### config.mk
export PLATFORM = sky130hd
export DESIGN_NAME = audio_mixer
export DESIGN_NICKNAME = d
export VERILOG_FILES = /design/src/rtl/audio_pkg.sv /design/src/rtl/audio_dsm.sv /design/src/rtl/audio_mixer.sv
export SDC_FILE = /design/constraint.sdc
export NUM_CORES = 1
export LEC_CHECK = 0
export ABC_AREA = 1
export CORE_ASPECT_RATIO = 1.2
export CORE_MARGIN = 4
export CORE_UTILIZATION = 32
export DETAILED_ROUTE_END_ITERATION = 8
export GPL_ROUTABILITY_DRIVEN = 0
export GPL_TIMING_DRIVEN = 1
export PLACE_DENSITY_LB_ADDON = 0.25
export SKIP_CTS_REPAIR_TIMING = 1
export SLEW_MARGIN = 40
export SYNTH_ARGS = -nofsm -noshare
export SYNTH_HDL_FRONTEND = slang
export SYNTH_SLANG_ARGS = --single-unit
### constraint.sdc
create_clock -name i_clk -period 11.34 [get_ports i_clk]
set_input_delay 2.268 -clock i_clk [delete_from_list [all_inputs] [get_ports i_clk]]
set_output_delay 2.268 -clock i_clk [all_outputs]
set_load 0.01 [all_outputs]
### src/rtl/audio_pkg.sv
// Shared types and constants for the audio mixer and its delta-sigma stage.
package audio_pkg;

  typedef enum logic {
    IDLE = 1'b0,
    MIX  = 1'b1
  } state_e;

  // Galois LFSR for optional dither: x^16+x^14+x^13+x^11+1
  localparam logic [15:0] LFSR_SEED = 16'hACE1;
  localparam logic [15:0] LFSR_TAPS = 16'hB400;

  function automatic int mix_width(input int width, input int channels);
    return width + $clog2(channels);
  endfunction

endpackage

### src/rtl/audio_dsm.sv
// First-order delta-sigma modulator; pwm is the accumulator carry.
// Define AUDIO_DITHER_EN to add an LFSR-driven carry-in (dither).
module audio_dsm
  import audio_pkg::*;
#(
  parameter int MIX_WIDTH = 8
) (
  input  logic                 i_clk,
  input  logic                 i_reset,
  input  logic [MIX_WIDTH-1:0] i_level,
  output logic                 o_pwm
);

  logic [MIX_WIDTH:0] r_acc;
  logic               w_cin;

`ifdef AUDIO_DITHER_EN
  logic [15:0] r_lfsr;

  always_ff @(posedge i_clk) begin
    if (i_reset) r_lfsr <= LFSR_SEED;
    else         r_lfsr <= {1'b0, r_lfsr[15:1]} ^ (r_lfsr[0] ? LFSR_TAPS : 16'h0000);
  end

  assign w_cin = r_lfsr[0];
`else
  assign w_cin = 1'b0;
`endif

  // Carry from the previous add is dropped; only the residue is kept.
  always_ff @(posedge i_clk) begin
    if (i_reset) r_acc <= '0;
    else         r_acc <= {1'b0, r_acc[MIX_WIDTH-1:0]} + {1'b0, i_level}
                          + (MIX_WIDTH+1)'(w_cin);
  end

  assign o_pwm = r_acc[MIX_WIDTH];

endmodule

### src/rtl/audio_mixer.sv
// Multi-channel mixer: latches a frame, mixes one channel per clock, drives audio_dsm.
// Optional dither in audio_dsm via AUDIO_DITHER_EN.
module audio_mixer
  import audio_pkg::*;
#(
  parameter  int WIDTH     = 6,
  parameter  int CHANNELS  = 4,
  parameter  int VOL_WIDTH = 4,
  localparam int MIX_WIDTH = mix_width(WIDTH, CHANNELS)
) (
  input  logic                          i_clk,
  input  logic                          i_reset,
  input  logic                          i_sample_strobe,
  input  logic [CHANNELS*WIDTH-1:0]     i_data,
  input  logic [CHANNELS*VOL_WIDTH-1:0] i_volume,
  output logic                          o_busy,
  output logic                          o_overrun,
  output logic [MIX_WIDTH-1:0]          o_level,
  output logic                          o_pwm
);

  localparam int CNT_W  = $clog2(CHANNELS);
  localparam int PROD_W = WIDTH + VOL_WIDTH;

  state_e                        r_state, w_next;
  logic [CHANNELS*WIDTH-1:0]     r_data;
  logic [CHANNELS*VOL_WIDTH-1:0] r_vol;
  logic [CNT_W-1:0]              r_cnt;
  logic [MIX_WIDTH-1:0]          r_sum, r_level, w_sum_nxt;
  logic                          r_overrun;
  logic                          w_capture, w_last;
  logic [WIDTH-1:0]              w_sample, w_term;
  logic [VOL_WIDTH-1:0]          w_vol;
  logic [PROD_W-1:0]             w_prod;

  assign w_sample  = r_data[r_cnt*WIDTH +: WIDTH];
  assign w_vol     = r_vol[r_cnt*VOL_WIDTH +: VOL_WIDTH];
  assign w_prod    = PROD_W'(w_sample) * PROD_W'(w_vol);
  assign w_term    = w_prod[PROD_W-1:VOL_WIDTH];
  assign w_sum_nxt = r_sum + MIX_WIDTH'(w_term);
  assign w_last    = (r_cnt == CNT_W'(CHANNELS-1));

  always_comb begin
    w_next    = r_state;
    w_capture = 1'b0;
    case (r_state)
      IDLE: if (i_sample_strobe) begin
        w_capture = 1'b1;
        w_next    = MIX;
      end
      MIX:     if (w_last) w_next = IDLE;
      default: w_next = IDLE;
    endcase
  end

  always_ff @(posedge i_clk) begin
    if (i_reset) begin
      r_state   <= IDLE;
      r_data    <= '0;
      r_vol     <= '0;
      r_cnt     <= '0;
      r_sum     <= '0;
      r_level   <= '0;
      r_overrun <= 1'b0;
    end else begin
      r_state <= w_next;
      if (w_capture) begin
        r_data <= i_data;
        r_vol  <= i_volume;
        r_sum  <= '0;
        r_cnt  <= '0;
      end else if (r_state == MIX) begin
        r_sum <= w_sum_nxt;
        r_cnt <= r_cnt + CNT_W'(1);
        if (w_last) r_level <= w_sum_nxt;
      end
      // A strobe during any MIX cycle, including the last, is dropped.
      if (r_state == MIX && i_sample_strobe) r_overrun <= 1'b1;
    end
  end

  assign o_busy    = (r_state == MIX);
  assign o_overrun = r_overrun;
  assign o_level   = r_level;

  audio_dsm #(.MIX_WIDTH(MIX_WIDTH)) u_dsm (
    .i_clk   (i_clk),
    .i_reset (i_reset),
    .i_level (r_level),
    .o_pwm   (o_pwm)
  );

endmodule

After elaboration in Yosys (flattened, before gate mapping)
Index checks and enable logic that the tools add are counted.
W data, S select, Z words.

word-level totals
  register bits after elaboration = 69
  logic and storage cells = 25

cells by class
  $add $sub $neg = 3
  multiply operators = 2
  eq/ne operators = 1
  shift-type cells = 2
  muxes and demuxes = 4
  bitwise operators = 2
  reductions and logical operators = 3

operators with widths
  cell                   number
  $shiftx A24 B6 Y6      1
  $shiftx A16 B5 Y4      1
  $mul A6 B4 Y10         1
  $add A8 B8 Y9          1
  $add A8 B6 Y8          1
  $mul A2 B2 Y4 const B  1
  $mux W1                3
  $reduce_and A3 Y1      1
  $add A2 B1 Y2 const B  1
  $eq A2 B2 Y1 const B   1
  $not A1 Y1             2
  $pmux W1 S2            1
  $reduce_or A2 Y1       1
  $logic_and A1 B1 Y1    1

Depth between registers and ports, before layout
  depth after elaboration = 4
  gate-level depth with buffers = 29
  gate-level depth less buffers = 27

Hierarchy
From an unflattened synthesis, not the netlist that was laid out.

unflattened totals
  cell total of the unflattened synthesis = 560
  area, all modules = 3940.0 µm²

by module, submodules not included
  module       times used  cells an instance  area each (µm²)
  audio_mixer  1           478                3358.2
  audio_dsm    1           82                 581.8

Worst setup path before layout
OpenSTA, ideal clock, no wires.

  path kind = reg-to-reg
  start point = reg r_cnt[0]
  end point = reg r_sum[7]
  arrival = 3.993 ns
  slack = 7.238 ns
  stages on the path, launching flop included = 28
  buffers on the path = 2
  clock period less this slack = 4.102 ns
  path through = dfxtp_1 -> inv_2 -> buf_6 -> buf_2 -> nand2_1 -> a32oi_1 -> inv_1 -> nor2_1 -> fa_1 -> inv_1 -> fa_1 -> inv_1 -> ha_1 -> a21oi_1 -> o21bai_1 -> a21oi_1 -> nand2_1 -> nand2_1 -> nand2_1 -> ha_1 -> inv_1 -> o21bai_1 -> a31oi_1 -> nand2_1 -> nand2_1 -> nand3_1 -> nand2_1 -> inv_1

on the way
  word-level cells in the longest chain between the ends = 4
  elaborated cells on any way between the ends = 5
  classes of those cells = 1 x add/sub; 2 x mul; 2 x shift

ends and longest elaborated chain
  element                 line               text
  start, declared         audio_mixer.sv:28  logic [CNT_W-1:0] r_cnt;
  start signal, assigned  audio_mixer.sv:74  r_cnt <= r_cnt + CNT_W'(1);
  $mul A2 B2 Y4           audio_mixer.sv:36  assign w_sample = r_data[r_cnt*WIDTH +: WIDTH];
  $shiftx A24 B6 Y6       audio_mixer.sv:36
  $mul A6 B4 Y10 (*)      audio_mixer.sv:38  assign w_prod = PROD_W'(w_sample) * PROD_W'(w_vol);
  $add A8 B6 Y8 (*)       audio_mixer.sv:40  assign w_sum_nxt = r_sum + MIX_WIDTH'(w_term);
  end signal, assigned    audio_mixer.sv:73  r_sum <= w_sum_nxt;
  end, declared           audio_mixer.sv:29  logic [MIX_WIDTH-1:0] r_sum, r_level, w_sum_nxt;

Mark *: on every way between the ends. The rest lies on a longest branch, timed or not.
A chain may end at the register's enable or synchronous reset.

Final worst setup path
  start point = reg r_cnt[0]
  end point = reg r_sum[5]

Same word-level chain as after synthesis.

==> flow_summary.toml <==
[run_status]
status = "completed"

[global_routing]
grt_pass1_wl_mm = 15.1
grt_max_degree = 52
grt_pass1_vias = 3339
grt.total_usage_pct = 13.3
gr-total-overflow = 0
antenna_found_initial = 0

[synth]
ys_warn_count = 0
synth.area.mux_share_pct = 0
yosys.area_share.xor_xnor_pct = 1.35
syn_nets = 626
synth_compound_area_share_pct = 15.0
synth_top_family_by_area = "simple AND/OR/NAND/NOR gates"
synth-async-reset-ratio_pct = 0
ys.flop_type = "dfxtp_1"
synth_common_cells = "115 x nor2_1, 92 x nand2_1, 69 x dfxtp_1"
ys_seq_area_share_pct = 35.6
synth_fa_ha_area_share_pct = 13.3
synth.area.top_cells = "dfxtp_1 36%, nor2_1 11%, nand2_1 8.9%"
yosys.area_share.simple_pct = 26.0
yosysTopAreaCellShare_pct = 35.6
synth_cell_type_count = 28
syn_avg_cell_area_sq_um = 7.10
yosysTopAreaCell = "dfxtp_1"
post-synth-top-count-cell = "nor2_1"
synth_edf_count = 0
syn_inst = 547
syn_area_sq_mm = 0.00388
ys_seq_elements = 69

[floorplanning]
die_w_um = 109
rows = 43
dieArea_sq_mm = 0.0140
core_sq_mm = 0.0117
dieHeight_um = 129
initial_utilization_pct = 33.1
io_pins = 54

[drt]
drc = 0
viasPerCell = 4.57
drt-total-wl_mm = 8.73
wl_met1_mm = 4.12
first_iter_violations = 126
via_count = 3435
route.met2.wl_mm = 4.09
routedWlPerCell_um = 11.6
firstDrtPassIters = 4
final_antenna_net_count = 0
highest_layer = "met4"
met3_wirelength_um = 392

[clock_tree]
path_clk_slew_ps = 60
cts_buffer_depth = 2
cts.htree.levels = 3
cts_buffers = 9
cts_num_sinks = 69
root_buffer = "clkbuf_16"
clkLatencyLatePin_ps = 330
cts_tree = "done"

[sta]
finalMaxSlewViolations = 0
tightest_slew_ps = 786
tns_ps = 0
fin_crit_ps = 4980
hold_violations = 0
slew_headroom_pct = 47.5
fin_skew_ps = 7.20
min_period_over_period_pct = 43.9
max_freq_mhz = 201
setup_violations = 0
grt_setup_unrepaired = "false"

[worst_setup_path]
worstPathArrival_ps = 5210
critPathMaxFanout = 23
worst-setup-path-type = "flip-flop to flip-flop"
required_ps = 11560
crit_path_end_kind = "flip-flop"
cp-start-kind = "flip-flop"

[min_path]
min-delay-path-class = "flip-flop to flip-flop"

[placement]
dp.cells = 735
port_buffers = 53
hpwl_mm = 6.70

[job]
cap_viol_max_count = 0

[pwr]
leakagePower_uw = 0.00220
peakVddDrop_mv = 0.0743
seq_power_share_pct = 42.2
p_sw_uw = 166
clock_power_share_pct = 43.8
intPower_uw = 466
swShare_pct = 26.2
power_density_mw_per_mm2 = 132
pwr-share-comb_pct = 14.0

[cells_and_area]
nets = 668
area_delta_synth_final_pct = 23.5
nFillCells = 1273
post-route-util_pct = 40.9
layout-drive-gt1-share_pct = 5.22
antenna_cells = 0
stdcell_count = 751
-- power groups by stage --
stage / combinational, uW / sequential (uW) / clock, uW
final: 88.3 / 267 / 277
after global routing: 103 / 269 / 296
after CTS: 89.9 / 267 / 283
after detailed placement: 89.5 / 272 / 0
after global placement: 87.6 / 272 / 0
after floorplan: 63.1 / 267 / 0
-- routing by layer --
metal	vias to the layer above	GRT usage (%)
li1	1851	-
met1	1513	16.7
met2	61	22.6
met3	10	3.56
met4	0	3.71
met5	-	0
-- final timing paths --
kind,end,slack (ps),depth (start not counted),start
worst min register to register,r_sum[0],460,2,r_sum[0]
worst max register to register,r_sum[5],6360,23,r_cnt[0]
worst max-delay path,r_sum[5],6360,23,r_cnt[0]
worst min-delay path,r_sum[0],460,2,r_sum[0]
-- worst max-delay path, cell delays in order (launching register included) --
cell and delay (ps):
dfxtp_1 830, inv_2 330, nand2_1 130, a32oi_1 160
inv_1 150, nor2_1 80, fa_1 530, inv_1 50
fa_1 520, inv_1 40, ha_1 330, a21oi_1 260
o21bai_1 90, a21oi_1 180, nand2_1 70, nand2_1 50
nand2_1 50, ha_1 300, inv_1 70, o21bai_1 180
a21oi_1 80, xnor2_1 140, o21ai_0 160, inv_1 60
-- cell usage in the layout (no fill, tap or decap) --
cell / count
a211oi_1: 1
a21oi_1: 33
a221oi_1: 1
a31oi_1: 3
a32oi_1: 6
bufinv_16: 1
clkbuf_1: 2
clkbuf_16: 9
clkdlybuf4s50_1: 53
clkinv_2: 1
clkinv_4: 3
dfxtp_1: 69
fa_1: 9
ha_1: 27
inv_1: 55
inv_2: 6
nand2_1: 91
nand2_2: 5
nand3_1: 21
nand3_2: 4
nand4_1: 4
nor2_1: 115
nor2_2: 1
nor2_4: 1
nor3_1: 4
o211ai_1: 2
o21ai_0: 57
o21bai_1: 4
xnor2_1: 2
xor2_1: 4
-- stage by stage --
| step | cell area (sq um) | power [uW] | setup WS, ps | hold slack (ps) |
|---|---|---|---|---|
| finish | 4800 | 632 | 6360 | 464 |
| global route | 4800 | 667 | 5840 | 509 |
| CTS | 4800 | 640 | 6330 | 471 |
| detailed placement | 4500 | 362 | 6370 | 462 |
| global placement | 4500 | 359 | 6470 | 447 |
| floorplan | 3880 | 331 | 7240 | 444 |
-- cells by family after synthesis --
logic type,count (synthesis)
AOI/OAI and AO/OA,107
and+or+nand+nor,246
DFF,69
buffers and inverters,83
xor gates and xnor gates,6
adders and majority gates,36
-- layout make-up --
| type | count | area [sq um] | share of cell area [%] |
|---|---|---|---|
| Clock buffer | 11 | 233 | 4.85 |
| Tap cell | 157 | 196 | 4.09 |
| Inverter | 61 | 229 | 4.77 |
| Clock inverter | 5 | 61.3 | 1.28 |
| Sequential cell | 69 | 1380 | 28.8 |
| Timing Repair Buffer | 53 | 531 | 11.1 |
| Multi-Input combinational cell | 395 | 2170 | 45.1 |
-- sequential cells by signal, indices dropped and copies added, names as in the netlist --
| register | flops |
|---|---|
| o_busy | 1 |
| u_dsm.r_acc | 9 |
| r_sum | 8 |
| o_level | 8 |
| r_cnt | 2 |
| r_data | 24 |
| r_vol | 16 |
| o_overrun | 1 |
Note: power is estimated with default switching activity, not from simulation.
==> RTL change 1: new RTL, config.mk and constraints unchanged <==
Add a define of `AUDIO_DITHER_EN`.
--- a/src/rtl/audio_dsm.sv
+++ b/src/rtl/audio_dsm.sv
@@ -1,5 +1,7 @@
 // First-order delta-sigma modulator; pwm is the accumulator carry.
 // Define AUDIO_DITHER_EN to add an LFSR-driven carry-in (dither).
+`define AUDIO_DITHER_EN
+
 module audio_dsm
   import audio_pkg::*;
 #(
Check against the original RTL: not equivalent (a bounded check fails within 10 cycles, from zero or initial values and one cycle with i_reset high).
==> RTL change 1 against the unedited design <==
- area after synthesis rose by 11%
- fmax fell by 2.3%
- sequential power rose by 23%
- setup slack got worse by 120 ps
- sequential cell count rose by 16
- combinational power rose by 12%
- critical path type unchanged
- cell area rose by 10%
- count of clock-buffer cells in the layout rose by 1
- first-iteration DRC count rose by 23%
- wire length rose by 12%
- total power rose by 16%
- critical path depth did not move
- largest power group is now registers
==> RTL change 1: results <==
set metrics [dict create \
    status "complete, no violations" \
    clockNetworkAreaShare_pct 6.04 \
    buffer_area_share_pct 10.5 \
    dr_wl_met2_um 4640 \
    relSlewSlack_pct 49.5 \
    fin_nets 709 \
    max-vdd-ir-drop_v 0.0000576 \
    grt_usage_pct 13.6 \
    reg2reg_slack_ps 6240 \
    dr_wl_met3_um 285 \
    p_clk_mw 0.309 \
    fin_skew_ps 8.09 \
    seq_share_pct 32.2 \
    dp.cells 787 \
    top_regs "r_data (24), r_vol (16), u_dsm.r_lfsr (16)" \
    p_int_mw 0.549 \
    cts_sinks 85 \
    synthCells 586 \
    hold_class "register to register" \
    signal_buffers 56 \
    multi_input_area_share_pct 42.7 \
    cp_data_arrival_time_ps 5330 \
    seq_area_frac_synth_pct 39.4 \
    ys.flop_type "dfxtp_1" \
    cp_max_fo 23 \
    fin_crit_ps 5100 \
    cts_root_buffer "clkbuf_16" \
    p_leak_nw 2.45 \
    synth.area.top_cells "dfxtp_1 39%, nor2_1 11%, nand2_1 8.0%, ha_1 7.5%, o21ai_0 6.8%" \
    grt_first_pass_wirelength_um 17200 \
    clkbuf_count 12 \
    powerSeq_mw 0.328 \
    grt_use_met3_pct 3.04 \
    io_buffers 53 \
    detailed_place.area_um2 4970 \
    met1_usage_pct 17.0 \
    async_reset_ff_share_pct 0 \
    synthesis.nets 665 \
    grt_pass1_vias 3817 \
    use_met2_pct 22.7 \
    ys_types 32 \
    dp_hpwl_um 7450 \
    num-nonclk-inverters 65 \
    first_iter_violations 155 \
    die_w_um 114 \
    n_fill_cell 1401 \
    drive_gt1_share_pct 5.98 \
    vias 3730 \
    pre_cts_slack_ps 6290 \
    p_total_mw 0.736 \
    routedWlPerCell_um 12.2 \
    final_util_pct 39.9 \
    vias_per_cell 4.65 \
    max_stage_delay_ps 810 \
    multi_input_cells 413 \
    whs_ps 394 \
    min_path_cells 2 \
    synthTopCellsByCount "123 x nor2_1, 92 x nand2_1, 85 x dfxtp_1" \
    grt_max_degree 42 \
]
[RTL change 1: kinds of logic after synthesis]
| kind of cell | synth area share [%] |
|---|---|
| and+or+nand+nor | 24.7 |
| AOI/OAI and AO/OA | 13.9 |
| buffers and inverters | 8.43 |
| DFF | 39.4 |
| adders and majority gates | 12.2 |
| xor gates and xnor gates | 1.42 |
[RTL change 1: path summary, 6_finish.rpt]
path	to	from
worst max-delay path	r_sum[5]$_SDFFE_PP0P_	r_cnt[0]$_SDFFE_PP0P_
worst min-delay path	u_dsm.r_lfsr[2]$_SDFF_PP0_	u_dsm.r_lfsr[3]$_SDFF_PP0_
worst min register to register	u_dsm.r_lfsr[2]$_SDFF_PP0_	u_dsm.r_lfsr[3]$_SDFF_PP0_
worst max register to register	r_sum[5]$_SDFFE_PP0P_	r_cnt[0]$_SDFFE_PP0P_
==> RTL change 2: new RTL, config.mk and constraints unchanged <==
Without the edit above. Register the inputs `i_sample_strobe`, `i_data` and `i_volume` before use, without a reset. The logic sees them one clock later.
--- a/src/rtl/audio_mixer.sv
+++ b/src/rtl/audio_mixer.sv
@@ -22,6 +22,16 @@
   localparam int CNT_W  = $clog2(CHANNELS);
   localparam int PROD_W = WIDTH + VOL_WIDTH;
 
+  logic i_sample_strobe_q;
+  logic [CHANNELS*WIDTH-1:0] i_data_q;
+  logic [CHANNELS*VOL_WIDTH-1:0] i_volume_q;
+
+  always_ff @(posedge i_clk) begin
+    i_sample_strobe_q <= i_sample_strobe;
+    i_data_q          <= i_data;
+    i_volume_q        <= i_volume;
+  end
+
   state_e                        r_state, w_next;
   logic [CHANNELS*WIDTH-1:0]     r_data;
   logic [CHANNELS*VOL_WIDTH-1:0] r_vol;
@@ -44,7 +54,7 @@
     w_next    = r_state;
     w_capture = 1'b0;
     case (r_state)
-      IDLE: if (i_sample_strobe) begin
+      IDLE: if (i_sample_strobe_q) begin
         w_capture = 1'b1;
         w_next    = MIX;
       end
@@ -65,8 +75,8 @@
     end else begin
       r_state <= w_next;
       if (w_capture) begin
-        r_data <= i_data;
-        r_vol  <= i_volume;
+        r_data <= i_data_q;
+        r_vol  <= i_volume_q;
         r_sum  <= '0;
         r_cnt  <= '0;
       end else if (r_state == MIX) begin
@@ -75,7 +85,7 @@
         if (w_last) r_level <= w_sum_nxt;
       end
       // A strobe during any MIX cycle, including the last, is dropped.
-      if (r_state == MIX && i_sample_strobe) r_overrun <= 1'b1;
+      if (r_state == MIX && i_sample_strobe_q) r_overrun <= 1'b1;
     end
   end
 
Formal check against the unedited RTL: not equivalent (Yosys sat finds a counterexample within 4 cycles, from zero or initial values and one cycle with i_reset high).
==> RTL change 2 against the unedited design <==
- wire length increased by 7.1%
- area after synthesis increased by 22%
- total power increased by 31%
- first-iteration DRC count increased by 34%
- cell area increased by 19%
- setup slack improved by 54 ps
- die area increased by 20%
- global-route usage decreased by 1.6 points
- sequential cell count increased by 41
- critical path depth increased by 2
- clock skew increased by 1.9 ps
- critical endpoint is now r_sum[7]$_SDFFE_PP0P_
==> RTL change 2: results <==
set metrics [dict create \
    cts_buffers 9 \
    cts_root_buffer "clkbuf_16" \
    synthTopCellsByCount "115 x nor2_1, 110 x dfxtp_1, 89 x nand2_1" \
    max_stage_delay_ps 820 \
    n_fill_cell 1482 \
    p_leak_nw 2.57 \
    fin_nets 709 \
    synthesis.nets 666 \
    max-vdd-ir-drop_v 0.0000921 \
    reg2reg_slack_ps 6410 \
    synthCells 587 \
    fin_skew_ps 9.14 \
    antenna_found_initial 0 \
    clk_pin_slew_worst_paths_ps 70 \
    top_regs "i_data_q (24), r_data (24)" \
    critical_path.slowest_cell "dfxtp_1" \
    pwr-share-seq_pct 50.8 \
    vias_per_cell 4.47 \
    status "complete, no violations" \
    r2r_cells 25 \
    dp.cells 819 \
    ys_types 30 \
    p_comb_share_pct 10.7 \
    grt_pass1_vias 3665 \
    synth.area.top_cells "dfxtp_1 46%, nor2_1 9.1%, ha_1 7.1%, nand2_1 7.1%, o21ai_0 5.8%" \
    grt_usage_pct 11.7 \
    diodes 0 \
    cp_data_arrival_time_ps 5190 \
    die-area_um2 16800 \
    critical-path-top-delay-family "adder cells" \
    relSlewSlack_pct 49.2 \
    min_to "r_sum[0]$_SDFFE_PP0P_" \
    grt_first_pass_wirelength_um 16200 \
    dr_wl_met2_um 4680 \
    fin_cells 835 \
    drive_gt1_share_pct 7.09 \
    hold_class "register to register" \
    combinationalPower_mw 0.0887 \
    met1_length_um 4200 \
    grt_use_met3_pct 2.35 \
    whs_ps 469 \
    finalWirelength_um 9350 \
    critical_path.startpoint "r_cnt[0]$_SDFFE_PP0P_" \
    insertion_delay_ps 350 \
    dr_wl_met3_um 261 \
    hp-start "r_sum[0]$_SDFFE_PP0P_" \
    seq_area_um2 2200 \
    use_met2_pct 20.7 \
    seq_area_frac_synth_pct 46.5 \
    first_iter_violations 169 \
    switching_share_pct 24.5 \
    grt_max_degree 52 \
    reg2reg_to "r_sum[7]$_SDFFE_PP0P_" \
    ys_warn_count 0 \
    dp_hpwl_um 7100 \
    met1_usage_pct 13.5 \
    detailed_place.area_um2 5410 \
    max_freq_ghz 0.203 \
]
[RTL change 2: logic make-up after synthesis]
family	count (synthesis)	synth area share, %
AND/OR/NAND/NOR	246	21.9
flip-flops	110	46.5
AO/OA/AOI/OAI	107	12.4
buffers and inverters	82	7.11
adder cells (fa/ha/maj)	36	10.9
XOR/XNOR	6	1.11
[RTL change 2: cell type report]
cell class,instances,area share [%]
repair buffers,54,9.40
well taps,200,4.37
multi-input cells,395,38.4
flip-flops and latches,110,38.5
clock inverters,6,1.22
inverters,60,3.94
clock buffers,10,4.18
[RTL change 2: worst max-delay path by stage]
stage / cells past startpoint / to
final: 25 / r_sum[7]$_SDFFE_PP0P_
after global routing: 25 / r_sum[7]$_SDFFE_PP0P_
after CTS: 25 / r_sum[7]$_SDFFE_PP0P_
after detailed placement: 25 / r_sum[7]$_SDFFE_PP0P_
after global placement: 25 / r_sum[7]$_SDFFE_PP0P_
after floorplan: 25 / o_level[5]$_SDFFE_PP0P_
